--- config.mk ---
export PLATFORM = sky130hd
export DESIGN_NAME = alu_e4m3_scheduler
export DESIGN_NICKNAME = d
export VERILOG_FILES = /design/src/rtl/alu_e4m3_scheduler.sv
export SDC_FILE = /design/constraint.sdc
export NUM_CORES = 1
export LEC_CHECK = 0
export ABC_AREA = 1
export ABC_CLOCK_PERIOD_IN_PS = 5250
export CAP_MARGIN = 20
export CORE_MARGIN = 5
export CORE_UTILIZATION = 55
export DETAILED_ROUTE_END_ITERATION = 8
export DONT_BUFFER_PORTS = 1
export PLACE_DENSITY = 0.7
export SLEW_MARGIN = 20
export SYNTH_ARGS = -nofsm -noshare
export SYNTH_HDL_FRONTEND = slang
export SYNTH_SLANG_ARGS = --single-unit
export TNS_END_PERCENT = 20
--- constraint.sdc ---
create_clock -name clock -period 5.25 [get_ports clock]
set_input_delay 1.05 -clock clock [delete_from_list [all_inputs] [get_ports clock]]
set_output_delay 1.05 -clock clock [all_outputs]
set_load 0.02 [all_outputs]
--- src/rtl/alu_e4m3_scheduler.sv ---
// Round-robin scheduler sharing one e4m3 ALU among four requesters; each response
// appears ALU_LATENCY+2 cycles after its grant and is held until accepted.
module alu_e4m3_scheduler #(
  parameter int ALU_LATENCY = 1
) (
  input  logic        clock,
  input  logic        reset_n,
  input  logic [3:0]  req_valid,
  output logic [3:0]  req_ready,
  input  logic [31:0] req_a,
  input  logic [31:0] req_b,
  input  logic [7:0]  req_op,
  output logic [3:0]  rsp_valid,
  input  logic [3:0]  rsp_ready,
  output logic [31:0] rsp_y,
  output logic [7:0]  alu_a,
  output logic [7:0]  alu_b,
  output logic [3:0]  alu_ctrl,
  input  logic [7:0]  alu_y,
  output logic        busy,
  output logic [15:0] issue_count
);
  localparam int STAGES = ALU_LATENCY + 1;

  logic [1:0] ptr;
  logic [3:0] in_flight;
  logic [3:0] eligible;
  logic [1:0] win;
  logic       win_found;
  logic       issue;
  logic [1:0] op_sel;
  logic [3:0] ctrl_sel;

  logic       tag_vld  [STAGES];
  logic [1:0] tag_id   [STAGES];
  logic       tag_zero [STAGES];

  logic       cap;
  logic [1:0] cap_id;
  logic       cap_zero;

  // A requester holding an unaccepted response is not eligible, even in its accept cycle.
  assign eligible = req_valid & ~in_flight & ~rsp_valid;

  always_comb begin
    win       = ptr;
    win_found = 1'b0;
    for (int k = 0; k < 4; k++) begin
      if (!win_found && eligible[ptr + 2'(k)]) begin
        win       = ptr + 2'(k);
        win_found = 1'b1;
      end
    end
  end

  assign req_ready = (win_found ? (4'b0001 << win) : 4'b0000) & {4{reset_n}};
  assign issue     = win_found & reset_n;
  assign op_sel    = req_op[{win, 1'b0} +: 2];

  always_comb begin
    case (op_sel)
      2'b01:   ctrl_sel = 4'b0001;
      2'b10:   ctrl_sel = 4'b0010;
      default: ctrl_sel = 4'b0000;
    endcase
  end

  always_ff @(posedge clock or negedge reset_n) begin
    if (!reset_n) begin
      alu_a       <= 8'h00;
      alu_b       <= 8'h00;
      alu_ctrl    <= 4'b0000;
      ptr         <= 2'd0;
      issue_count <= 16'h0000;
    end else begin
      alu_ctrl <= issue ? ctrl_sel : 4'b0000;
      if (issue) begin
        alu_a       <= req_a[{win, 3'b000} +: 8];
        alu_b       <= req_b[{win, 3'b000} +: 8];
        ptr         <= win + 2'd1;
        issue_count <= issue_count + 16'd1;
      end
    end
  end

  // Illegal opcodes ride the pipe with a zero flag so their response is forced to 0x00.
  always_ff @(posedge clock or negedge reset_n) begin
    if (!reset_n) begin
      for (int s = 0; s < STAGES; s++) begin
        tag_vld[s]  <= 1'b0;
        tag_id[s]   <= 2'd0;
        tag_zero[s] <= 1'b0;
      end
    end else begin
      tag_vld[0]  <= issue;
      tag_id[0]   <= win;
      tag_zero[0] <= (ctrl_sel == 4'b0000);
      for (int s = 1; s < STAGES; s++) begin
        tag_vld[s]  <= tag_vld[s-1];
        tag_id[s]   <= tag_id[s-1];
        tag_zero[s] <= tag_zero[s-1];
      end
    end
  end

  assign cap      = tag_vld[STAGES-1];
  assign cap_id   = tag_id[STAGES-1];
  assign cap_zero = tag_zero[STAGES-1];

  always_ff @(posedge clock or negedge reset_n) begin
    if (!reset_n) begin
      rsp_valid <= 4'b0000;
      rsp_y     <= 32'h0;
      in_flight <= 4'b0000;
    end else begin
      for (int i = 0; i < 4; i++) begin
        if (cap && cap_id == 2'(i)) begin
          rsp_valid[i]     <= 1'b1;
          rsp_y[8*i +: 8]  <= cap_zero ? 8'h00 : alu_y;
        end else if (rsp_ready[i]) begin
          rsp_valid[i] <= 1'b0;
        end
        in_flight[i] <= (in_flight[i] | (issue && win == 2'(i))) & ~(cap && cap_id == 2'(i));
      end
    end
  end

  assign busy = (|in_flight) | (|rsp_valid);

endmodule

== Word level (Yosys, flattened, before mapping) ==
Cells that the tools add are included.

* Register bits: 86
* Input bits: 90
* Word-level logic and storage cells: 110

* Equal/unequal tests: 8
* Bitwise gates (word level): 19
* Shift operators: 4
* $lt $le $gt $ge: 4
* Reductions and logical operators: 23
* Add/sub/neg operators: 5
* Muxes and demuxes: 27

{| class="wikitable"
|+ Operator list
! cell !! number
|-
| variable part select 32 x 6 -> 8 bit || 2
|-
| adder 16 x 1 -> 16 bit, second input constant || 1
|-
| two-way mux 1 bit || 16
|-
| bitwise AND 4 bit || 3
|-
| less-than comparator 2 x 3 -> 1 bit, second input constant || 4
|-
| logical AND 1 bit || 11
|-
| equality test 2 bit, second input constant || 5
|-
| binary-select mux 1 bit (select 2 bit) || 4
|-
| two-way mux 4 bit || 2
|-
| two-way mux 8 bit || 1
|-
| inverter 4 bit || 2
|-
| nonzero test 2 bit || 4
|-
| OR reduction 4 bit || 2
|-
| variable part select 8 x 4 -> 2 bit || 1
|-
| equality test 2 x 1 -> 1 bit, second input constant || 3
|-
| two-way mux 2 bit || 3
|-
| bitwise AND 1 bit || 5
|-
| bitwise OR 1 bit || 5
|-
| adder 2 x 1 -> 2 bit, second input constant || 2
|-
| adder 2 bit, second input constant || 2
|-
| zero test 2 bit || 2
|-
| zero test 4 bit || 1
|-
| inverter 1 bit || 4
|-
| case mux 2 bit (2 select lines) || 1
|-
| 2 further kinds || 4
|}

== Longest topological paths before layout ==
Gate-level depths: netlist of the first run.

* Word-level depth: 19
* Mapped depth: 20
* Gate-level depth less buffers: 19

== Least setup slack after synthesis of the first run ==
No wires, ideal clock.

* Kind: input to output
* From: in req_valid[1]
* To: out req_ready[3]
* Arrival: 2.164 ns
* Stages: 11
* Required time: 4.200 ns
* Setup slack: 2.036 ns
* Cell sequence: nand3_1 nand3_1 nand2_2 nand2_2 nor2_4 nand2_1 nand2_2 inv_2 buf_2 nand3_1 inv_1

* Word-level cells in the longest chain between the ends: 17

{| class="wikitable"
|+ RTL lines
! item !! RTL line !! source
|-
| from (decl) || 8 || <nowiki>input logic [3:0] req_valid,</nowiki>
|-
| bitwise AND 4 bit (*) (2 in series) || 43 || <nowiki>assign eligible = req_valid & ~in_flight & ~rsp_valid;</nowiki>
|-
| binary-select mux 1 bit (select 2 bit) || 49 || <nowiki>if (!win_found && eligible[ptr + 2'(k)]) begin</nowiki>
|-
| two-way mux 1 bit (not written as such) || 49 ||
|-
| two-way mux 1 bit || 49 ||
|-
| zero test 1 bit || 49 ||
|-
| logical AND 1 bit || 49 ||
|-
| two-way mux 1 bit || 49 ||
|-
| zero test 1 bit || 49 ||
|-
| logical AND 1 bit || 49 ||
|-
| two-way mux 1 bit || 49 ||
|-
| zero test 1 bit || 49 ||
|-
| logical AND 1 bit || 49 ||
|-
| two-way mux 2 bit || 49 ||
|-
| left shift 1 x 2 -> 4 bit || 56 || <nowiki>assign req_ready = (win_found ? (4'b0001 << win) : 4'b0000) & {4{reset_n}};</nowiki>
|-
| two-way mux 4 bit (*) || 56 ||
|-
| bitwise AND 4 bit (*) || 56 ||
|-
| to (decl) || 9 || <nowiki>output logic [3:0] req_ready,</nowiki>
|}

Every way passes the cells marked *; elsewhere a longest branch is shown, timed or not. The select of a mux whose other input is x is not followed.

== Final worst setup path of the first run ==
* From: reg ptr[0]
* To: out req_ready[3]

* Word-level cells in the longest chain between the ends: 15

{| class="wikitable"
|+ RTL lines
! item !! RTL line !! source
|-
| from (decl) || 25 || <nowiki>logic [1:0] ptr;</nowiki>
|-
| from (signal assigned) || 80 || <nowiki>ptr <= win + 2'd1;</nowiki>
|-
| branches (longest 13 deep; another with adder 2 x 1 -> 2 bit) || -- ||
|-
| two-way mux 4 bit (*) || 56 ||
|-
| bitwise AND 4 bit (*) || 56 ||
|}

Mark *: on every way between the ends. The select of a mux whose other input is x is not followed.

==> results_dict.tcl, run 1 <==
set metrics [dict create \
    outcome "completed" \
    synth_area_leaders "dfrtp_1, nand2_1, nand3_1" \
    drtAntennaViolNets 0 \
    ys_seq_area_frac 0.454 \
    initialDrtViolationCount 182 \
    grt_max_degree 86 \
    synth_area_leader_cell "dfrtp_1" \
    cts_max_level 3 \
    vias_per_cell 5.50 \
    drv_cap 0 \
    synth_commonest_cells "nand2_1, nand3_1, dfrtp_1" \
    initial_core_util 0.564 \
    port_buffers 0 \
    hold_buffers 0 \
    cts-resized-gates 0 \
    power.leakage_nw 2.60 \
    cp-start-kind "flop" \
    rows 33 \
    maxSlewHeadroom 0.532 \
    synth.most_common_cell "nand2_1" \
    path_common_cell "nand2_1" \
    track_usage 0.230 \
    ys_ff_latch 84 \
    irDropWorstVdd_uv 309 \
    cts-root-buf "clkbuf_8" \
    slowest_delay_ps 550 \
    synthArstFlopShare 1.00 \
    grt_pass1_wl_mm 18.9 \
    rr_startpoint "ptr[0]" \
    ys.flop_type "dfrtp_1" \
    dr.pass1.iters 4 \
    cp-end-kind "primary output" \
    critPathArrivalTime_ps 2940 \
    wire_per_inst_um 15.9 \
    ys_warn_count 0 \
    clk_path_buf_depth 2 \
    yosysUniqueCellTypes 33 \
    routed_wl_mm 11.6 \
    syn_inst 636 \
    rrSetupSlack_ps 2180 \
    path_max_fanout 21 \
    whs_ps 350 \
    cp-startpoint "ptr[0]" \
    cts_buffers 9 \
    instances_no_fill 733 \
    grt_pass1_vias 3855 \
    setup.worst_path.class "flop to primary output" \
    chipWidth_um 102 \
    tightest_slew_ps 700 \
    cts_sinks 84 \
    required_ps 4200 \
    nNetsFinal 716 \
    period_needed_ps 3990 \
    cp_cell_sequence "inv_4 > nand2_2 > nand2_4 > clkinv_2 > nand2_1 > nand2_2 > nand2_1 > nand2_1 > nand3_1 > nand3_1 > nand2_1 > nand3_1 > inv_1" \
    synth_area_per_cell_um2 7.29 \
    slowest_stage "dfrtp_1" \
    vias 4032 \
    fin_crit_sh 0.759 \
    diodes 0 \
    synth-edff-count 0 \
    grt_antenna_before_repair 0 \
    fillCellCount 746 \
    synth.top_cell.area_share 0.454 \
    post_cts.repair.setup_buffers 0 \
    grt_overflow_total 0 \
    syn_area_um2 4630 \
    powerDensity_nw_per_um2 805 \
    drc 0 \
    ios 167 \
    slew_viol_final 0 \
    clk_latency_ps 340 \
    post-route-util 0.582 \
    fin_skew_ps 13.8 \
    tns_ps 0 \
    cts_tree "yes" \
    area_growth_pct 3.13 \
    hp-class "flop to flop" \
    post-dp-hpwl_mm 8.63 \
    drive_gt1_frac 0.0732 \
    hold_start "tag_id[2]" \
    place_inst 717 \
    timing.fmax_mhz 251 \
    finalHoldViolCount 0 \
    die_h_um 102 \
    fp.coreArea_um2 8220 \
    gp_congestion 0.864 \
    cts.reportedPaths.clkPinSlew_ps 90 \
    finalSetupViolations 0 \
    rsz0062_at_grt "false" \
    die-area_um2 10400 \
]
-- final cells by class --
| class | count | area, um2 | area share |
|---|---|---|---|
| multi-input cells | 484 | 2190 | 0.459 |
| clock buffers | 9 | 124 | 0.0259 |
| flip-flops and latches | 84 | 2100 | 0.440 |
| clock inverters | 7 | 57.6 | 0.0120 |
| inverters | 43 | 165 | 0.0346 |
| well taps | 105 | 131 | 0.0275 |
| repair buffers | 1 | 7.51 | 0.00157 |
-- critical path: cells and delay by family, from the launching register on --
| family | cells | cell delay [ps] |
|---|---|---|
| and+or+nand+nor | 10 | 1510 |
| buffers and inverters | 3 | 540 |
| DFF | 1 | 550 |
-- state kept, by name (all words and copies together) (netlist names), 2 cells and up --
name         flops
rsp_y           32
issue_count     16
alu_a            8
alu_b            8
in_flight        4
rsp_valid        4
alu_ctrl         2
cap_id           2
ptr              2
tag_id           2
-- metrics by stage --
stage	power, mW	setup WS (ps)	cell area, um2
after global placement	3.37	1480	4600
after detailed placement	3.44	1410	4600
after CTS	3.88	1270	4780
after global routing	4.26	977	4780
after floorplan	3.09	2040	4640
final	3.85	1260	4780
-- kinds of logic (layout without fill, tap and decap cells) --
kind of cell,count (synthesis),after routing,synth area share
and+or+nand+nor,449,449,0.418
DFF,84,84,0.454
buffers and inverters,69,60,0.0742
AOI/OAI and AO/OA,15,15,0.0173
xor gates and xnor gates,15,15,0.0283
adders and majority gates,3,3,0.00810
other,1,2,0.000809
-- metal layers --
layer	vias to the layer above	share of wire	track usage
met5	-	0	0
met4	0	0.0096	0.0665
met3	12	0.088	0.0689
met2	184	0.49	0.374
met1	1876	0.41	0.297
li1	1960	-	-
-- path summary, 6_finish.rpt --
kind,cells past startpoint,endpoint
setup / recovery,13,req_ready[3]
hold / removal,0,cap_id[0]
setup reg to reg,18,alu_ctrl[1]
hold reg to reg,0,cap_id[0]
max in group asynchronous,0,tag_zero[1]
min in group asynchronous,0,rsp_y[12]
-- cells in the final DEF, fill, tap and decap left out, types with 2 or more instances in the layout --
cell,netlist,layout
o21ai_1,4,4
nand4_1,3,3
clkinvlp_4,0,2
clkbuf_8,0,9
nand2_2,9,9
nor3_2,2,2
dfrtp_1,84,84
nand3_1,90,90
nand2_4,4,4
xnor2_1,8,8
inv_6,0,2
xor2_1,7,7
conb_1,1,2
nor3_1,2,2
ha_1,3,3
a21oi_1,2,2
clkinv_1,5,5
inv_1,31,31
clkinv_2,1,2
nor2_1,37,37
o21ai_0,7,7
nand2_1,294,294
inv_2,5,5
nand3_2,3,3
-- where the power goes --
part	switching [mW]	leakage (nW)	internal [mW]
Sequential	0.514	1.08	0.930
Combinational	1.39	1.43	0.584
Clock	0.247	0.0881	0.179
Total	2.15	2.60	1.69
Note: power is estimated with default switching activity, not from simulation.
==> inputs of run 2 (changes only) <==
--- a/config.mk
+++ b/config.mk
@@ -6,13 +6,13 @@
 export NUM_CORES = 1
 export LEC_CHECK = 0
 export ABC_AREA = 1
-export ABC_CLOCK_PERIOD_IN_PS = 5250
+export ABC_CLOCK_PERIOD_IN_PS = 3400
 export CAP_MARGIN = 20
 export CORE_MARGIN = 5
 export CORE_UTILIZATION = 55
 export DETAILED_ROUTE_END_ITERATION = 8
 export DONT_BUFFER_PORTS = 1
-export PLACE_DENSITY = 0.7
+export PLACE_DENSITY = 0.73
 export SLEW_MARGIN = 20
 export SYNTH_ARGS = -nofsm -noshare
 export SYNTH_HDL_FRONTEND = slang
==> constraint.sdc (replaced) <==
create_clock -name clock -period 3.4 [get_ports clock]
set_input_delay 0.68 -clock clock [delete_from_list [all_inputs] [get_ports clock]]
set_output_delay 0.68 -clock clock [all_outputs]
set_load 0.02 [all_outputs]
==> results_dict.tcl, run 2 (same netlist as run 1, synthesis figures left out) <==
set metrics [dict create \
    die_h_um 102 \
    wire_per_inst_um 16.0 \
    grt_pass1_vias 3916 \
    grt_antenna_before_repair 0 \
    nNetsFinal 724 \
    diodes 0 \
    vias_per_cell 5.46 \
    die-area_um2 10400 \
    cp_cell_sequence "inv_4 > nand2_2 > nand2_4 > nand3_1 > nand2_2 > nand2_2 > nor2_4 > nand3_4 > nand2_4 > nand3_2 > inv_1" \
    fin_skew_ps 16.3 \
    irDropWorstVdd_uv 667 \
    cp_num_cells 11 \
    dr.pass1.iters 5 \
    drv_cap 0 \
    finalHoldViolCount 0 \
    tightest_slew_ps 737 \
    placed_area_um2 4640 \
    cts_tree "yes" \
    rsz0062_at_grt "false" \
    cts_sinks 84 \
    path_max_fanout 33 \
    setup.worst_path.class "flop to primary output" \
    rows 33 \
    power_mw 6.11 \
    cts.reportedPaths.clkPinSlew_ps 100 \
    chipWidth_um 102 \
    clk_path_buf_depth 2 \
    critPathArrivalTime_ps 2460 \
    maxSlewHeadroom 0.506 \
    gp_congestion 0.859 \
    slew_viol_final 0 \
    grt_max_degree 50 \
    clk_latency_ps 350 \
    port_buffers 0 \
    cp-end-kind "primary output" \
    track_usage 0.235 \
    outcome "completed" \
    drc 0 \
    regArea_um2 2100 \
    final_cell_mix "nand2_1, nand3_1, dfrtp_1" \
    cp_top_family "simple AND/OR/NAND/NOR gates" \
    fp.coreArea_um2 8220 \
    routed_wl_mm 11.9 \
    area_growth_pct 5.97 \
    slowest_delay_ps 500 \
    tns_ps 0 \
    cp_num_buf_inv 2 \
    drive_gt1_frac 0.0896 \
    drtAntennaViolNets 0 \
    initial_core_util 0.564 \
    period_needed_ps 3140 \
    reg2reg_depth 14 \
    cp-start-kind "flop" \
    grt_pass1_wl_mm 19.2 \
    multi_input_area_um2 2210 \
    ios 167 \
    power.leakage_nw 2.66 \
    powerDensity_nw_per_um2 1240 \
    grt_overflow_total 0 \
    finalSetupViolations 0 \
    slowest_stage "dfrtp_2" \
    fin_crit_sh 0.923 \
    largest_reg_flops 32 \
    fillCellCount 777 \
    cts_max_level 3 \
    hp-class "input port to asynchronous set/reset pin" \
    timing.fmax_mhz 319 \
    vias 4045 \
    finalInstanceArea_um2 4910 \
    required_ps 2720 \
    cts_buffers 9 \
    post_cts.repair.setup_buffers 0 \
    path_common_cell "nand2_2" \
    largest-register "rsp_y" \
    final_common_cell "nand2_1" \
    initialDrtViolationCount 159 \
    post-dp-hpwl_mm 8.65 \
    largestRegisters "rsp_y: 32 flops, issue_count: 16 flops" \
    cts-root-buf "clkbuf_8" \
]
[run 2: repair_timing]
| action | in CTS | in global routing |
|---|---|---|
| endpoints found under the setup margin | 0 | 4 |
| endpoints found under the hold margin | 49 | 23 |
| gates resized for setup | 0 | 5 |
| hold buffers | 2 | 1 |
[run 2: report_power, final]
part,switching (mW),internal (mW)
logic,2.19,0.991
registers,0.792,1.44
clock network,0.413,0.292
total,3.39,2.72
[run 2: cell type report]
class / instances / area share
Clock buffer: 9 / 0.0252
Clock inverter: 7 / 0.0155
Inverter: 43 / 0.0336
Multi-Input combinational cell: 484 / 0.450
Sequential cell: 84 / 0.428
Tap cell: 105 / 0.0268
Timing Repair Buffer: 9 / 0.0209
[run 2: metal layers]
metal | vias up | share of wire | global-route usage
li1 | 1970 | - | -
met4 | 0 | 0.014 | 0.0798
met5 | - | 0 | 0
met1 | 1883 | 0.40 | 0.296
met2 | 178 | 0.48 | 0.386
met3 | 14 | 0.11 | 0.0716
[run 2: worst paths after layout]
| path | end | slack [ps] | start |
|---|---|---|---|
| worst max register to register | tag_zero[1] | 850 | rsp_valid[0] |
| worst min register to register | cap | 350 | tag_vld[1] |
| worst min-delay path | rsp_valid[3] | 130 | reset_n |
| min in group clock | cap | 350 | tag_vld[1] |
| max in group asynchronous | rsp_y[11] | 2300 | reset_n |
| worst max-delay path | req_ready[1] | 260 | ptr[0] |
[run 2: stage by stage]
stage               cells  worst slack [ps]  utilization  hold slack [ps]
detailed placement    722               566        0.564              335
global route          741              12.2        0.598              123
floorplan             637               926            -              331
global placement      722               589        0.564              333
finish                741               261        0.598              135
CTS                   740               153        0.593            0.638
